<file path="src/rtl/flash_boot_loader.sv">
// Boot loader: copies WORD_COUNT words from flash ROM into instruction RAM and
// keeps the CPU halted until the copy completes, accumulating a 16-bit checksum.
module flash_boot_loader #(
  parameter int unsigned WORD_COUNT   = 1024,
  parameter int unsigned BASE_ADDRESS = 0,
  parameter int unsigned AUTO_START   = 1
) (
  input  logic        clk,
  input  logic        async_rst,
  input  logic        Start,
  output logic [9:0]  ROMAddress,
  input  logic [15:0] ROMValue,
  output logic        RAMWriteValid,
  input  logic        RAMWriteReady,
  output logic [9:0]  RAMWriteAddress,
  output logic [15:0] RAMWriteData,
  output logic        Busy,
  output logic        Done,
  output logic        CPUHalt,
  output logic [15:0] Checksum
);

  localparam logic [9:0] LastIdx  = 10'(WORD_COUNT - 1);
  localparam logic [9:0] BaseAddr = 10'(BASE_ADDRESS);

  typedef enum logic [1:0] {StIdle, StFetch, StWrite, StDone} state_e;

  state_e      state_q, state_d;
  logic [9:0]  idx_q, idx_d;
  logic [15:0] data_q, data_d;
  logic [15:0] csum_q, csum_d;

  always_comb begin
    state_d = state_q;
    idx_d   = idx_q;
    data_d  = data_q;
    csum_d  = csum_q;
    case (state_q)
      StIdle: begin
        // IDLE is only reachable through reset, so AUTO_START acts on the first edge after release
        if (Start || (AUTO_START != 0)) begin
          state_d = StFetch;
          idx_d   = '0;
          csum_d  = '0;
        end
      end
      StFetch: begin
        data_d  = ROMValue;
        state_d = StWrite;
      end
      StWrite: begin
        if (RAMWriteReady) begin
          csum_d = csum_q + data_q;
          if (idx_q == LastIdx) begin
            state_d = StDone;
          end else begin
            idx_d   = idx_q + 10'd1;
            state_d = StFetch;
          end
        end
      end
      StDone: begin
        if (Start) begin
          state_d = StFetch;
          idx_d   = '0;
          csum_d  = '0;
        end
      end
      default: state_d = StIdle;
    endcase
  end

  always_ff @(posedge clk or posedge async_rst) begin
    if (async_rst) begin
      state_q <= StIdle;
      idx_q   <= '0;
      data_q  <= '0;
      csum_q  <= '0;
    end else begin
      state_q <= state_d;
      idx_q   <= idx_d;
      data_q  <= data_d;
      csum_q  <= csum_d;
    end
  end

  // Address wraps naturally in 10 bits
  assign ROMAddress      = idx_q;
  assign RAMWriteAddress = BaseAddr + idx_q;
  assign RAMWriteData    = data_q;
  assign RAMWriteValid   = (state_q == StWrite);
  assign Busy            = (state_q == StFetch) || (state_q == StWrite);
  assign Done            = (state_q == StDone);
  assign CPUHalt         = (state_q != StDone);
  assign Checksum        = csum_q;

endmodule
</file>
<file path="config.mk">
export PLATFORM = sky130hd
export DESIGN_NAME = flash_boot_loader
export DESIGN_NICKNAME = d
export VERILOG_FILES = /design/src/rtl/flash_boot_loader.sv
export SDC_FILE = /design/constraint.sdc
export NUM_CORES = 1
export LEC_CHECK = 0
export ABC_AREA = 1
export CAP_MARGIN = 20
export CORE_AREA = 2 2 112 114
export DETAILED_ROUTE_END_ITERATION = 6
export DIE_AREA = 0 0 114 116
export SLEW_MARGIN = 20
export SYNTH_ARGS = -nofsm -noshare
export SYNTH_HDL_FRONTEND = slang
export SYNTH_SLANG_ARGS = --single-unit
</file>
<file path="constraint.sdc">
create_clock -name clk -period 4.4 [get_ports clk]
set_input_delay 1.1 -clock clk [delete_from_list [all_inputs] [get_ports clk]]
set_output_delay 1.1 -clock clk [all_outputs]
set_load 0.02 [all_outputs]
</file>
==> qor.csv <==
stage,metric,value,unit
min_path,hp-class,flop to flop,
critical_path,r2r_setup_slack,2.41,ns
clocking,cts_sinks,44,
cells_and_area,drive_gt1_frac,0.0348,
synthesis,syn_nets,462,
routing,via_per_inst,4.30,
clocking,post_cts_buffers,0,
synthesis,yosys_register_bits,44,
routing,drc_errors,0,
cells_and_area,nNetsFinal,528,
routing,via_count,2728,
timing,finClkSkew,0.00304,ns
timing,rsz0062_at_grt,no,
synthesis,ys_warn_count,0,
power_and_ir_drop,peakVddDrop,0.000294,V
routing,first_pass_iters,4,
min_path,min-delay-start,RAMWriteData[8],
synthesis,syn_area,2940,µm²
die,start_util,0.247,
die,ios,76,
global_routing,grt_max_degree,45,
critical_path,required,3.30,ns
critical_path,critPathKind,flop to output pin,
timing,drv_slew,0,
clocking,cts_hold_buffers,0,
routing,drt_iter0_drc,127,
global_routing,grt_pass1_vias,2697,
cells_and_area,fin_area,3910,µm²
cells_and_area,diodes,0,
clocking,post_cts_resized,0,
synthesis,ys_seq_area_frac,0.374,
timing,slew_headroom,0.464,
cells_and_area,final_common_cell,nand2_1,
synthesis,ys_types,29,
outcome,status,completed,
routing,ant_nets,0,
timing,worst_pin_slew,0.802,ns
critical_path,crit_fanout,8,
cells_and_area,ff_latch_area,1100,µm²
synthesis,synth_cells,421,
clocking,cts.path.max_buffers,2,
cells_and_area,syn_to_final_growth,32.9,%
clocking,insertion_delay,0.28,ns
clocking,clk_pin_slew_worst_paths,0.06,ns
timing,fin_setup_tns,0,ns
die,design.die.area,13200,µm²
critical_path,r2r.worst_path.cells,9,
die,die_x,114,µm
critical_path,rr_startpoint,state_q[0],
synthesis,syn_area_per_cell,6.98,µm²
routing,routedWlPerCell,12.3,µm
power_and_ir_drop,powerDensity,626,nW/µm²
critical_path,reg2reg_to,ROMAddress[9],
global_routing,grt_pass1_wl,12900,µm
global_routing,grt_usage,0.122,
timing,fmax,341,MHz
timing,fin_crit,2.93,ns
routing,drt_wl_total,7780,µm
cells_and_area,multi_input_comb_area,1500,µm²
global_routing,gr-total-overflow,0,
placed_design,dp_hpwl,5800,µm
clocking,tritoncts,yes,
clocking,htree_num_levels,2,
timing,finalHoldViolations,0,
die,die_h,116,µm
placed_design,gp_congestion,0.802,
min_path,hold_depth,2,
global_routing,antenna_found_initial,0,
critical_path,start_kind,flop,
critical_path,worstSetupEndpointType,output pin,
die,design.core.area,11900,µm²
power_and_ir_drop,p_leak,1.99,nW
job,cap_violations,0,
die,num_rows,40,
placed_design,port_buffers,75,
min_path,whs_endpoint,RAMWriteData[8],
timing,period_share,0.666,
critical_path,arrival,1.83,ns
placed_design,placed_cell_area,3760,µm²
clocking,root_buffer,clkbuf_16,
timing,setup_viol,0,
cells_and_area,fill_cells,1298,
cells_and_area,final_cell_mix,"180 x nand2_1, 75 x clkdlybuf4s50_1, 55 x inv_1, 44 x dfrtp_1, 29 x nand3_1",
clocking,numCtsBuffers,5,
worst max path at each step:
stage	from	endpoint	slack [ns]	depth (start not counted)
floorplan	async_rst	Checksum[0]	2.27	1
global placement	RAMWriteReady	ROMAddress[9]	1.76	7
detailed placement	RAMWriteReady	ROMAddress[9]	1.67	7
CTS	state_q[0]	RAMWriteValid	1.47	3
global route	state_q[0]	RAMWriteValid	1.39	3
finish	state_q[0]	RAMWriteValid	1.47	3
synth_stat cells:
master,count,area [µm²]
o21ai_0,17,85.1
nor3_1,4,20.0
nand4_2,1,12.5
nand3_1,29,145
clkbuf_1,3,11.3
a22o_1,1,8.76
buf_4,11,82.6
o22ai_1,1,6.26
ha_1,20,250
buf_2,1,5.00
or2_2,1,6.26
inv_1,56,210
inv_2,2,7.51
dfrtp_1,44,1100
nor2_1,22,82.6
nand2_2,2,12.5
buf_6,2,22.5
fa_1,1,20.0
xnor2_1,1,8.76
nor2_4,1,11.3
a21oi_1,7,35.0
nand3b_1,3,22.5
nor3_2,1,10.0
o21ai_1,1,5.00
xor2_1,5,43.8
o22ai_4,1,20.0
and2_1,2,12.5
nand2_1,180,676
nand4_1,1,6.26
sequential cells by signal, indices dropped and copies added, names as in the netlist:
name / flops
Checksum: 16
RAMWriteData: 16
ROMAddress: 10
state_q: 2
critical path, stage by stage (launching register included):
cell and delay [ns]:
dfrtp_1 0.42, inv_1 0.08, ha_1 0.37, clkdlybuf4s50_1 0.68
cell type report:
type / instances / area share
clock buffers: 8 / 0.0375
inverters: 58 / 0.0560
multi-input cells: 302 / 0.384
flip-flops and latches: 44 / 0.282
well taps: 147 / 0.0471
repair buffers: 76 / 0.194
report_power, final:
group	switching, mW	internal (mW)	leakage, nW
registers	0.129	0.538	0.580
logic	0.852	0.547	1.34
clock network	0.153	0.227	0.0712
total	1.13	1.31	1.99
cell families after synthesis:
| kind of cell | count (synthesis) | synth area share |
|---|---|---|
| fa+ha+maj | 21 | 0.0919 |
| flops | 44 | 0.374 |
| buf+inv | 75 | 0.115 |
| xor+xnor | 6 | 0.0179 |
| compound gates | 28 | 0.0545 |
| simple gates | 247 | 0.346 |
metal layers:
layer  vias to the layer above  track usage  part of all wire
met5                         -            0                 0
met4                         0       0.0268            0.0098
met3                         9       0.0262             0.050
met2                        65        0.201              0.46
met1                      1234        0.165              0.48
li1                       1420            -                 -
per-stage QoR:
step / utilization / hold WS, ns / std cells / setup slack [ns] / power [mW]
global placement: 0.316 / 0.495 / 627 / 1.76 / 2.07
finish: 0.328 / 0.510 / 635 / 1.47 / 2.45
global route: 0.328 / 0.543 / 635 / 1.39 / 2.68
CTS: 0.328 / 0.517 / 635 / 1.47 / 2.48
detailed placement: 0.316 / 0.496 / 627 / 1.67 / 2.08
floorplan: - / 0.503 / 421 / 2.27 / 1.57
No activity file was read; power rests on OpenSTA's default activity.
